$ cat config.mk
export PLATFORM = sky130hd
export DESIGN_NAME = axil_slave_mem
export DESIGN_NICKNAME = d
export VERILOG_FILES = /design/src/rtl/axil_pkg.sv /design/src/rtl/axil_slave_mem_array.sv /design/src/rtl/axil_slave_mem.sv
export SDC_FILE = /design/constraint.sdc
export NUM_CORES = 1
export LEC_CHECK = 0
export BUFFER_PORTS_ARGS = -buffer_cell sky130_fd_sc_hd__clkbuf_2
export CORE_MARGIN = 4
export CORE_UTILIZATION = 36
export DETAILED_ROUTE_END_ITERATION = 7
export PLACE_DENSITY = 0.85
export SLEW_MARGIN = 20
export SYNTH_ARGS = -nofsm -noshare
export SYNTH_HDL_FRONTEND = slang
export SYNTH_SLANG_ARGS = --single-unit
$ cat constraint.sdc
create_clock -name ACLK -period 1.85 [get_ports ACLK]
set_clock_uncertainty 0.15 [all_clocks]
set_input_delay 0.185 -clock ACLK [delete_from_list [all_inputs] [get_ports ACLK]]
set_output_delay 0.185 -clock ACLK [all_outputs]
set_load 0.1 [all_outputs]
$ cat src/rtl/axil_pkg.sv
// AXI4-Lite response codes and FSM state types shared by axil_slave_mem and its bench.
package axil_pkg;

  localparam logic [1:0] RESP_OKAY   = 2'b00;
  localparam logic [1:0] RESP_SLVERR = 2'b10;

  typedef enum logic {W_IDLE, W_RESP} wr_state_e;
  typedef enum logic {R_IDLE, R_DATA} rd_state_e;

endpackage

$ cat src/rtl/axil_slave_mem_array.sv
// Byte-strobed word array: one synchronous write port, one combinational read port.
module axil_slave_mem_array #(
  parameter int DATA_W    = 32,
  parameter int MEM_BYTES = 64,
  localparam int STRB_W   = DATA_W / 8,
  localparam int WORDS    = MEM_BYTES / STRB_W,
  localparam int IDX_W    = (WORDS > 1) ? $clog2(WORDS) : 1
) (
  input  logic              clk_i,
  input  logic              rst_i,
  input  logic              we_i,
  input  logic [IDX_W-1:0]  waddr_i,
  input  logic [DATA_W-1:0] wdata_i,
  input  logic [STRB_W-1:0] wstrb_i,
  input  logic [IDX_W-1:0]  raddr_i,
  output logic [DATA_W-1:0] rdata_o
);

  logic [DATA_W-1:0] mem_q [WORDS];

  // NOTE: non-blocking (<=) for every flop so all registers update together at the edge.
  // NOTE: the whole array is cleared on reset, so it maps to flops rather than a RAM macro.
  always_ff @(posedge clk_i) begin
    if (rst_i) begin
      for (int w = 0; w < WORDS; w++) mem_q[w] <= '0;
    end else if (we_i) begin
      for (int b = 0; b < STRB_W; b++) begin
        if (wstrb_i[b]) mem_q[waddr_i][8*b +: 8] <= wdata_i[8*b +: 8];
      end
    end
  end

  assign rdata_o = mem_q[raddr_i];

endmodule

$ cat src/rtl/axil_slave_mem.sv
// AXI4-Lite slave memory. Read channel is built only with AXIL_SLAVE_MEM_RD_EN defined;
// otherwise AR/R ports exist but ARREADY, RVALID, RDATA and RRESP are tied to 0.
module axil_slave_mem
  import axil_pkg::*;
#(
  parameter int ADDR_W    = 32,
  parameter int DATA_W    = 32,
  parameter int MEM_BYTES = 64
) (
  input  logic                ACLK,
  input  logic                ARESET,
  input  logic [ADDR_W-1:0]   AWADDR,
  input  logic                AWVALID,
  output logic                AWREADY,
  input  logic [DATA_W-1:0]   WDATA,
  input  logic [DATA_W/8-1:0] WSTRB,
  input  logic                WVALID,
  output logic                WREADY,
  output logic [1:0]          BRESP,
  output logic                BVALID,
  input  logic                BREADY,
  input  logic [ADDR_W-1:0]   ARADDR,
  input  logic                ARVALID,
  output logic                ARREADY,
  output logic [DATA_W-1:0]   RDATA,
  output logic [1:0]          RRESP,
  output logic                RVALID,
  input  logic                RREADY
);

  localparam int STRB_W = DATA_W / 8;
  localparam int OFF_W  = $clog2(STRB_W);
  localparam int WORDS  = MEM_BYTES / STRB_W;
  localparam int IDX_W  = (WORDS > 1) ? $clog2(WORDS) : 1;

  function automatic logic addr_ok(input logic [ADDR_W-1:0] a);
    return (a < ADDR_W'(MEM_BYTES)) && (a[OFF_W-1:0] == '0);
  endfunction

  wr_state_e         wr_state_q, wr_state_d;
  logic              aw_full_q, aw_full_d, w_full_q, w_full_d;
  logic [ADDR_W-1:0] aw_addr_q, aw_addr_d;
  logic [DATA_W-1:0] w_data_q, w_data_d;
  logic [STRB_W-1:0] w_strb_q, w_strb_d;
  logic              awready_q, awready_d, wready_q, wready_d;
  logic [1:0]        bresp_q, bresp_d;
  logic              mem_we;
  logic [IDX_W-1:0]  mem_raddr;
  logic [DATA_W-1:0] mem_rdata;

  always_ff @(posedge ACLK) begin
    if (ARESET) begin
      wr_state_q <= W_IDLE;
      aw_full_q  <= 1'b0;
      w_full_q   <= 1'b0;
      aw_addr_q  <= '0;
      w_data_q   <= '0;
      w_strb_q   <= '0;
      awready_q  <= 1'b0;
      wready_q   <= 1'b0;
      bresp_q    <= RESP_OKAY;
    end else begin
      wr_state_q <= wr_state_d;
      aw_full_q  <= aw_full_d;
      w_full_q   <= w_full_d;
      aw_addr_q  <= aw_addr_d;
      w_data_q   <= w_data_d;
      w_strb_q   <= w_strb_d;
      awready_q  <= awready_d;
      wready_q   <= wready_d;
      bresp_q    <= bresp_d;
    end
  end

  // NOTE: every signal written here gets a default first, so no path can infer a latch.
  always_comb begin
    wr_state_d = wr_state_q;
    aw_full_d  = aw_full_q;
    w_full_d   = w_full_q;
    aw_addr_d  = aw_addr_q;
    w_data_d   = w_data_q;
    w_strb_d   = w_strb_q;
    bresp_d    = bresp_q;
    mem_we     = 1'b0;
    if (AWVALID && awready_q) begin
      aw_full_d = 1'b1;
      aw_addr_d = AWADDR;
    end
    if (WVALID && wready_q) begin
      w_full_d = 1'b1;
      w_data_d = WDATA;
      w_strb_d = WSTRB;
    end
    case (wr_state_q)
      W_IDLE: begin
        // A holder can only be loaded while empty, so a commit never races a capture.
        if (aw_full_q && w_full_q) begin
          mem_we     = addr_ok(aw_addr_q);
          bresp_d    = addr_ok(aw_addr_q) ? RESP_OKAY : RESP_SLVERR;
          aw_full_d  = 1'b0;
          w_full_d   = 1'b0;
          wr_state_d = W_RESP;
        end
      end
      W_RESP: begin
        if (BREADY) begin
          bresp_d    = RESP_OKAY;
          wr_state_d = W_IDLE;
        end
      end
      default: wr_state_d = W_IDLE;
    endcase
    awready_d = !aw_full_d;
    wready_d  = !w_full_d;
  end

  assign AWREADY = awready_q;
  assign WREADY  = wready_q;
  assign BVALID  = (wr_state_q == W_RESP);
  assign BRESP   = bresp_q;

  axil_slave_mem_array #(
    .DATA_W    (DATA_W),
    .MEM_BYTES (MEM_BYTES)
  ) u_array (
    .clk_i   (ACLK),
    .rst_i   (ARESET),
    .we_i    (mem_we),
    .waddr_i (aw_addr_q[OFF_W +: IDX_W]),
    .wdata_i (w_data_q),
    .wstrb_i (w_strb_q),
    .raddr_i (mem_raddr),
    .rdata_o (mem_rdata)
  );

`ifdef AXIL_SLAVE_MEM_RD_EN
  rd_state_e         rd_state_q, rd_state_d;
  logic              arready_q, arready_d;
  logic [DATA_W-1:0] rdata_q, rdata_d;
  logic [1:0]        rresp_q, rresp_d;

  always_ff @(posedge ACLK) begin
    if (ARESET) begin
      rd_state_q <= R_IDLE;
      arready_q  <= 1'b0;
      rdata_q    <= '0;
      rresp_q    <= RESP_OKAY;
    end else begin
      rd_state_q <= rd_state_d;
      arready_q  <= arready_d;
      rdata_q    <= rdata_d;
      rresp_q    <= rresp_d;
    end
  end

  // Array read is sampled before the edge, so a same-edge write yields the old word.
  always_comb begin
    rd_state_d = rd_state_q;
    rdata_d    = rdata_q;
    rresp_d    = rresp_q;
    case (rd_state_q)
      R_IDLE: begin
        if (ARVALID && arready_q) begin
          rd_state_d = R_DATA;
          rdata_d    = addr_ok(ARADDR) ? mem_rdata : '0;
          rresp_d    = addr_ok(ARADDR) ? RESP_OKAY : RESP_SLVERR;
        end
      end
      R_DATA: begin
        if (RREADY) begin
          rd_state_d = R_IDLE;
          rdata_d    = '0;
          rresp_d    = RESP_OKAY;
        end
      end
      default: rd_state_d = R_IDLE;
    endcase
    arready_d = (rd_state_d == R_IDLE);
  end

  assign mem_raddr = ARADDR[OFF_W +: IDX_W];
  assign ARREADY   = arready_q;
  assign RVALID    = (rd_state_q == R_DATA);
  assign RDATA     = rdata_q;
  assign RRESP     = rresp_q;
`else
  logic unused_rd;
  assign unused_rd = ^{ARADDR, ARVALID, RREADY, mem_rdata};
  assign mem_raddr = '0;
  assign ARREADY   = 1'b0;
  assign RVALID    = 1'b0;
  assign RDATA     = '0;
  assign RRESP     = RESP_OKAY;
`endif

endmodule

==> results of run 1 <==
report_power, final:
part	switching, mW	internal [mW]	leakage, nW
combinational	0.462	0.115	0.571
sequential	0.0217	0.771	0.278
clock	0.258	0.299	0.0472
per-stage QoR:
step	cell area, um^2	hold WS [ps]	cells	total power [mW]
floorplan	1680	171	226	1.33
global placement	1630	260	269	1.33
detailed placement	1630	265	269	1.34
CTS	2000	30.1	305	1.95
global route	2000	37.5	305	2.02
finish	2000	39.7	305	1.93
final cells by class:
class | instances | share of cell area, %
Sequential cell | 34 | 34.1
Multi-Input combinational cell | 145 | 33.8
Timing Repair Buffer | 67 | 24.1
Clock buffer | 6 | 4.13
Tap cell | 50 | 3.13
Clock inverter | 2 | 0.625
Inverter | 1 | 0.188
critical path, delay by kind of cell, from the launching register on:
kind	cells	cell delay (ps)
compound gates	1	80
simple gates	2	820
flops	1	310
logic make-up after synthesis:
| logic type | after synthesis | share of synthesized area (%) |
|---|---|---|
| AND/OR/NAND/NOR | 75 | 23.5 |
| buffers and inverters | 47 | 20.7 |
| flip-flops | 34 | 44.2 |
| AO/OA/AOI/OAI | 33 | 11.4 |
| other | 1 | 0.244 |
registers in the layout (all words and copies together) (netlist names):
register,flops
BRESP,1
WREADY,1
BVALID,1
w_full_q,1
aw_addr_q,28
AWREADY,1
aw_full_q,1
how the worst max path moves through the flow:
stage | startpoint | end
6_report | aw_addr_q[10]$_SDFFE_PP0P_ | BRESP[1]$_SDFFE_PP0P_
5_1_grt | aw_addr_q[10]$_SDFFE_PP0P_ | BRESP[1]$_SDFFE_PP0P_
4_1_cts | aw_addr_q[10]$_SDFFE_PP0P_ | BRESP[1]$_SDFFE_PP0P_
3_5_place_dp | aw_addr_q[10]$_SDFFE_PP0P_ | BRESP[1]$_SDFFE_PP0P_
3_3_place_gp | aw_addr_q[10]$_SDFFE_PP0P_ | BRESP[1]$_SDFFE_PP0P_
2_1_floorplan | BVALID$_SDFF_PP0_ | AWREADY$_SDFF_PP0_
metal layers:
metal	routed length, um	part of all wire, %	up-vias	track usage [%]
li1	-	-	672	-
met1	1320	41	571	13.5
met3	226	7.0	10	2.87
met2	1600	49	44	21.0
met5	0	0	-	0
met4	95	2.9	0	8.25
cells in the final DEF, fill, tap and decap left out, types with 2 or more instances in the layout:
master         instances
a21oi_1               30
buf_4                  3
clkbuf_2              36
clkbuf_8               6
conb_1                37
dfxtp_1               33
dlygate4sd3_1         28
nand2_1               59
nor4_1                 4
or4_1                  2
==> qor.log, run 1 <==
[sta] Final Hold Vio Count 0
[sta] final worst-path cycle share 81.9%
[synth] combined area of all synthesized cells 1540 um^2
[cts] root buf cell clkbuf_8
[die] core area 4060 um^2
[grt] total routing resource utilization after global routing 12.3%
[synth] sequential share of the synthesized area 44.2%
[detailed_routing] number of DRC violations after detailed routing 0
[sta] relative slew slack 58.9%
[placed_design] minimum setup slack after placement 350 ps
[synth] cell type with the largest total area after synthesis dfxtp_1
[worst_setup_path] FF-to-FF path depth 3
[detailed_routing] post-DR vias/cell 4.25
[sta] Period minus WS final 1520 ps
[grt] antenna violations before repair 0
[synth] Netlist cell types 23
[sta] setup repair after global routing missed its margin false
[grt] number of global-route vias before repair 1221
[layout] Layout fillers 391
[sta] worst-case setup margin in the final layout 335 ps
[placed_design] quantity of I/O buffers inserted on ports 36
[die] horizontal die dimension 73.4 um
[cts] CTS tree done
[die] Rows 23
[worst_setup_path] delay contributed by the slowest stage of the critical path 550 ps
[hold_path] hold depth 3
[power] IR Drop Worst-Case VDD 0.325 mV
[grt] grt total ovfl 0
[cts] clock transition at the registers of the reported paths 70 ps
[detailed_routing] post-route antenna net violation count 0
[worst_setup_path] sort of element at the end of the critical path register
[synth] fraction of synthesized cell area taken by the top area cell type 44.2%
[synth] count leader, synth nand2_1
[grt] pin count of the biggest net entering global routing 32
[hold_path] hold path startpoint WVALID
[layout] area of the multi-input gates 676 um^2
[layout] NumNets Final 361
[cts] post_cts resized 0
[run] max-capacitance violation count 0
[die] die area 5380 um^2
[layout] final core occ 49.3%
[synth] commonest cells in the synthesized netlist nand2_1, buf_4, dfxtp_1, a21oi_1, clkbuf_1
[sta] top achievable clock speed 660 MHz
[synth] per-instance average area after synthesis 8.10 um^2
[synth] async set-reset flop share out of synthesis 0%
[cts] number of setup buffers added after CTS 0
[die] Initial Utilization 37.9%
[detailed_routing] total length of routed wires 3230 um
[cts] number of buffers created by CTS 5
[worst_setup_path] slowest stage cell, crit path or4_4
[worst_setup_path] CP Data Required Time 1830 ps
[worst_setup_path] largest driver fanout on the critical path 2
[synth] primary flip-flop cell chosen by synthesis mapping dfxtp_1
[detailed_routing] TritonRoute pass-1 iters 4
[hold_path] WHS Endpoint w_full_q$_SDFF_PP0_
[worst_setup_path] worst reg2reg endpoint BRESP[1]$_SDFFE_PP0P_
[cts] number of sinks handled by clock tree synthesis 34
[grt] global-route wire length before repair 5050 um
[sta] final-layout setup total negative slack 0 ps
[cts] clock buffer depth 2
[sta] Final Max Slew Viols 0
[detailed_routing] Routed wire per std cell 10.6 um
[die] height of the chip 73.4 um
[synth] Post-Synthesis Cells 190
[worst_setup_path] FF-to-FF setup slack 330 ps
[power] cell leakage power 0.896 nW
[worst_setup_path] Setup CP Type reg2reg
[power] power per standard cell area 963 nW/um^2
[worst_setup_path] worst flop-to-flop path startpoint aw_addr_q[10]$_SDFFE_PP0P_
[placed_design] Final Wtd Congestion 0.766
[sta] actual slew at the worst max-slew pin 616 ps
[detailed_routing] via count 1297
[worst_setup_path] cell chain of the critical path or4_4 > nor4_4 > a221oi_2
[detailed_routing] initial drt markers 72
[synth] dominant cells by area after synthesis dfxtp_1, buf_4, nand2_1
[placed_design] Final HPWL DP 2150 um
[outcome] outcome completed
[synth] Synth warnings 0
[worst_setup_path] signal arrival time at the worst endpoint 1500 ps
[hold_path] Hold Path Class in2reg
[cts] CTS hold repair buffers 28
[layout] count of inserted antenna diode cells 0
[cts] clock latency at the later pin of the worst-skew pair 280 ps
[layout] Register Area 682 um^2
[worst_setup_path] Setup crit start kind register
[cts] H-tree depth 2
[synth] number of register bits inferred by synthesis 34
[die] I/O pin count 148
[sta] Final Setup Violations 0
[layout] area overhead of the layout relative to synthesis 30.1%
[synth] number of enable-type register cells in the synthesized netlist 0
[layout] layout cells sized above 1 20.4%
(Power assumes the default switching activity.)
==> run 2: changes to the inputs <==
- clock period: 1.85 -> 1.5 ns (I/O delays scaled with it)
==> run 2 against run 1 <==
  * Wire length is 7.0% higher
  * Critical path depth stayed put
  * Count of clock-buffer cells in the layout is 1 higher
  * Flip-flop and latch count stayed put
  * Fmax is 1.0% higher
==> qor.log, run 2 (synthesis results as in run 1) <==
[layout] highest-count cells in the layout ignoring fill and taps nand2_1, conb_1, clkbuf_2
[layout] count of inserted antenna diode cells 0
[cts] number of buffers created by CTS 5
[layout] Layout fillers 384
[worst_setup_path] cell chain of the critical path or4_4 > nor4_4 > a221oi_2
[sta] Final Hold Vio Count 0
[detailed_routing] initial drt markers 104
[detailed_routing] post-route antenna net violation count 0
[sta] setup repair after global routing missed its margin true
[detailed_routing] total length of routed wires 3460 um
[die] I/O pin count 148
[layout] leading cell type in the layout, fill and taps excluded nand2_1
[placed_design] Final HPWL DP 2230 um
[grt] antenna violations before repair 0
[power] total power 2.45 mW
[run] max-capacitance violation count 0
[layout] final core occ 50.4%
[placed_design] minimum setup slack after placement 0.969 ps
[worst_setup_path] CP Data Required Time 1490 ps
[sta] Period minus WS final 1500 ps
[layout] area of the multi-input gates 679 um^2
[cts] H-tree depth 2
[sta] top achievable clock speed 667 MHz
[die] height of the chip 73.4 um
[sta] worst-case setup margin in the final layout 0.262 ps
[cts] clock buffer depth 2
[power] cell leakage power 0.910 nW
[grt] global-route wire length before repair 5240 um
[layout] max FFs per register 28
[layout] Register Area 689 um^2
[layout] NumNets Final 363
[placed_design] quantity of I/O buffers inserted on ports 36
[layout] area overhead of the layout relative to synthesis 32.8%
[layout] Final Non-Filler Cells 307
[worst_setup_path] Setup CP Type reg2reg
[power] IR Drop Worst-Case VDD 0.325 mV
[cts] clock transition at the registers of the reported paths 70 ps
[sta] worst hold margin 19.9 ps
[cts] CTS tree done
[hold_path] Hold Path Class in2reg
[die] horizontal die dimension 73.4 um
[sta] actual slew at the worst max-slew pin 554 ps
[detailed_routing] via count 1299
[placed_design] Final Wtd Congestion 0.721
[sta] Final Max Slew Viols 0
[cts] number of sinks handled by clock tree synthesis 34
[layout] layout cells sized above 1 22.2%
[cts] number of setup buffers added after CTS 0
[worst_setup_path] Setup crit start kind register
[cts] root buf cell clkbuf_8
[worst_setup_path] delay contributed by the slowest stage of the critical path 540 ps
[worst_setup_path] slowest stage cell, crit path or4_4
[worst_setup_path] largest driver fanout on the critical path 2
[detailed_routing] number of DRC violations after detailed routing 0
[layout] largest register by flop count aw_addr_q
[detailed_routing] TritonRoute pass-1 iters 4
[die] die area 5380 um^2
[grt] total routing resource utilization after global routing 12.7%
[detailed_routing] post-DR vias/cell 4.23
[worst_setup_path] sort of element at the end of the critical path register
[placed_design] number of cells after detailed placement 270
[cts] clock latency at the later pin of the worst-skew pair 280 ps
[outcome] outcome completed
[sta] final worst-path cycle share 100%
[sta] Final Setup Violations 0
[grt] grt total ovfl 0
[grt] number of global-route vias before repair 1229
[worst_setup_path] signal arrival time at the worst endpoint 1490 ps
[die] core area 4060 um^2
[die] Initial Utilization 37.9%
[detailed_routing] Routed wire per std cell 11.3 um
[grt] pin count of the biggest net entering global routing 29
[sta] relative slew slack 63.1%
[die] Rows 23
[power] power per standard cell area 1200 nW/um^2
-- run 2: through the flow --
stage	instance area (um^2)	setup TNS, ps
floorplan	1680	0
global placement	1640	0
detailed placement	1640	0
CTS	2040	0
global route	2040	-71.1
finish	2040	0
-- run 2: area by class of cell --
| type | instances | share of cell area, % |
|---|---|---|
| sequential | 34 | 33.7 |
| multi-input combinational | 145 | 33.3 |
| timing repair buffer | 69 | 24.6 |
| clock buffer | 7 | 4.78 |
| tap | 50 | 3.06 |
| clock inverter | 1 | 0.367 |
| inverter | 1 | 0.184 |
-- run 2: worst paths after layout --
kind / slack, ps / endpoint / from / cells past startpoint
worst min register to register: 300 / aw_addr_q[18]$_SDFFE_PP0P_ / aw_addr_q[18]$_SDFFE_PP0P_ / 2
worst min-delay path: 20 / w_full_q$_SDFF_PP0_ / WVALID / 3
worst max-delay path: 0.3 / BRESP[1]$_SDFFE_PP0P_ / aw_addr_q[10]$_SDFFE_PP0P_ / 3
worst max register to register: 0.3 / BRESP[1]$_SDFFE_PP0P_ / aw_addr_q[10]$_SDFFE_PP0P_ / 3
-- run 2: layer usage --
layer,up-vias,global-route usage [%],wire (um)
met3,11,2.46,218
met1,568,13.4,1330
met5,-,0,0
li1,676,-,-
met2,44,23.3,1810
met4,0,7.04,99
-- run 2: timing repair --
item	4_1_cts	5_1_grt
gates resized for setup	1	1
setup endpoints to repair	1	1
pin swaps	1	1
hold endpoints to repair	29	0
hold buffers	29	0
-- run 2: critical path: cells and delay by family, from the launching register on --
kind	cells	cell delay, ps
and+or+nand+nor	2	810
DFF	1	320
AOI/OAI and AO/OA	1	80
-- run 2: where the power goes --
part,switching [mW],leakage [nW],total [mW],internal (mW)
combinational,0.573,0.580,0.722,0.149
sequential,0.0285,0.280,0.980,0.952
clock,0.318,0.0496,0.746,0.428
total,0.919,0.910,2.45,1.53
==> run 3: changes to the inputs <==
- CORE_UTILIZATION: 36 -> 33
- PLACE_DENSITY: 0.85 -> 0.82
- clock period: 1.5 -> 1.28 ns (I/O delays scaled with it)
==> run 3 against run 2 <==
  * The flow now finishes with violations (setup timing)
  * Non-clock buffer count increased by 3
  * Count of clock-buffer cells in the layout unchanged
  * Cell area is 4.9% higher
  * First-iteration DRC count up 7.7%
  * Clock power increased by 2%
  * Critical path depth did not move
  * Register-to-register slack got worse by 190 ps
  * Global-route usage down 1.2 points
==> qor.log, run 3 (synthesis results as in run 1) <==
[outcome] outcome finished, violations left
[outcome] failing checks setup timing
[layout] Layout fillers 432
[sta] Period minus WS final 1470 ps
[grt] antenna violations before repair 0
[placed_design] minimum setup slack after placement -196 ps
[placed_design] Final Wtd Congestion 0.752
[worst_setup_path] slowest stage cell, crit path or4_4
[die] Rows 24
[cts] clock buffer depth 2
[worst_setup_path] sort of element at the end of the critical path register
[detailed_routing] number of DRC violations after detailed routing 0
[die] horizontal die dimension 76.3 um
[layout] highest-count cells in the layout ignoring fill and taps nand2_1, conb_1, clkbuf_2
[power] Int Pwr 1.72 mW
[detailed_routing] TritonRoute pass-1 iters 4
[run] max-capacitance violation count 0
[power] net load switching power 1.09 mW
[layout] largest register by flop count aw_addr_q
[power] cell leakage power 0.944 nW
[placed_design] quantity of I/O buffers inserted on ports 36
[layout] max FFs per register 28
[sta] worst-case setup margin in the final layout -191 ps
[placed_design] number of cells after detailed placement 272
[worst_setup_path] largest driver fanout on the critical path 2
[worst_setup_path] cell chain of the critical path or4_4 > nor4_4 > a221oi_2
[detailed_routing] total length of routed wires 3370 um
[worst_setup_path] Setup CP Type reg2reg
[placed_design] standard cell area after detailed placement 1730 um^2
[power] clock group share of total power 27.2%
[detailed_routing] initial drt markers 112
[worst_setup_path] FF-to-FF setup slack -190 ps
[detailed_routing] post-DR vias/cell 4.16
[cts] clock transition at the registers of the reported paths 70 ps
[cts] number of sinks handled by clock tree synthesis 34
[sta] worst hold margin 45.5 ps
[worst_setup_path] signal arrival time at the worst endpoint 1490 ps
[cts] root buf cell clkbuf_8
[worst_setup_path] delay contributed by the slowest stage of the critical path 540 ps
[sta] top achievable clock speed 680 MHz
[detailed_routing] post-route antenna net violation count 0
[worst_setup_path] Setup crit start kind register
[sta] final worst-path cycle share 115%
[power] IR Drop Worst-Case VDD 0.468 mV
[layout] area overhead of the layout relative to synthesis 39.3%
[cts] H-tree depth 2
[cts] CTS tree done
[layout] Final Non-Filler Cells 312
[grt] number of global-route vias before repair 1171
[sta] Final Hold Vio Count 0
[sta] Final Setup Violations 1
[power] total power 2.81 mW
[worst_setup_path] number of buffers and inverters on the critical path 0
[power] part of the total power dissipated in combinational logic 31.8%
[cts] number of buffers created by CTS 5
[die] die area 5820 um^2
[die] I/O pin count 148
[layout] count of inserted antenna diode cells 0
[grt] pin count of the biggest net entering global routing 29
[hold_path] Hold Path Class in2reg
[layout] final core occ 48.2%
[sta] Final Max Slew Viols 0
[grt] grt total ovfl 0
[worst_setup_path] category of cells accounting for the largest share of critical-path delay simple AND/OR/NAND/NOR gates
[die] core area 4440 um^2
[placed_design] Final HPWL DP 2330 um
[layout] layout cells sized above 1 22.7%
[detailed_routing] via count 1297
[sta] setup repair after global routing missed its margin true
[power] share of total power consumed by net switching 38.9%
[worst_setup_path] CP Data Required Time 1300 ps
[layout] NumNets Final 366
[power] power per standard cell area 1310 nW/um^2
[cts] clock latency at the later pin of the worst-skew pair 290 ps
[die] Initial Utilization 34.6%
[die] height of the chip 76.3 um
[detailed_routing] Routed wire per std cell 10.8 um
[sta] final-layout setup total negative slack -191 ps
[grt] global-route wire length before repair 5280 um
[power] sequential share of power 41.0%
[layout] post-layout instance area 2140 um^2
[grt] total routing resource utilization after global routing 11.5%
[layout] leading cell type in the layout, fill and taps excluded nand2_1
-- run 3: cell types whose count changed in the layout (fill, tap and decap cells not counted), sizes merged --
cell,before,now
buf,5,10
clkbuf,42,39
dlygate4sd3,29,30
-- run 3: area by class of cell --
cell class	instances	area, um^2	area share, %
flip-flops and latches	34	691	32.2
clock buffers	7	76.3	3.56
multi-input cells	145	689	32.2
repair buffers	72	611	28.5
inverters	1	3.75	0.175
clock inverters	1	7.51	0.350
well taps	52	65.1	3.04
-- run 3: power by group through the flow --
stage               Clock (mW)  Combinational [mW]  Sequential [mW]
global placement             0               0.798             1.17
CTS                      0.790               0.878             1.15
finish                   0.764               0.894             1.15
detailed placement           0               0.802             1.18
global route             0.840               0.935             1.16
floorplan                    0               0.719             1.22
-- run 3: per-layer routing --
layer | wire [um] | vias to the layer above | part of all wire (%) | global-route usage [%]
met1 | 1350 | 557 | 40 | 12.5
met3 | 262 | 12 | 7.8 | 4.37
met4 | 122 | 0 | 3.6 | 8.33
met5 | 0 | - | 0 | 0
li1 | - | 682 | - | -
met2 | 1640 | 46 | 49 | 18.3
-- run 3: final timing paths --
check                             startpoint                         end  cells past startpoint
hold reg to reg   aw_addr_q[13]$_SDFFE_PP0P_  aw_addr_q[13]$_SDFFE_PP0P_                      2
hold / removal                        ARESET       BRESP[1]$_SDFFE_PP0P_                      2
setup / recovery  aw_addr_q[10]$_SDFFE_PP0P_       BRESP[1]$_SDFFE_PP0P_                      3
setup reg to reg  aw_addr_q[10]$_SDFFE_PP0P_       BRESP[1]$_SDFFE_PP0P_                      3
-- run 3: worst register-to-register path, stage by stage, from the launching register on --
cell and delay [ps]:
dfxtp_1 310, or4_4 540, nor4_4 270, a221oi_2 80
-- run 3: timing repair --
action / in CTS / in global routing
gates resized for setup: 1 / 0
hold buffers: 30 / 0
endpoints found under the hold margin: 31 / 0
setup endpoints to repair: 1 / 2
pin swaps: 0 / 1
setup buffers: 0 / 2
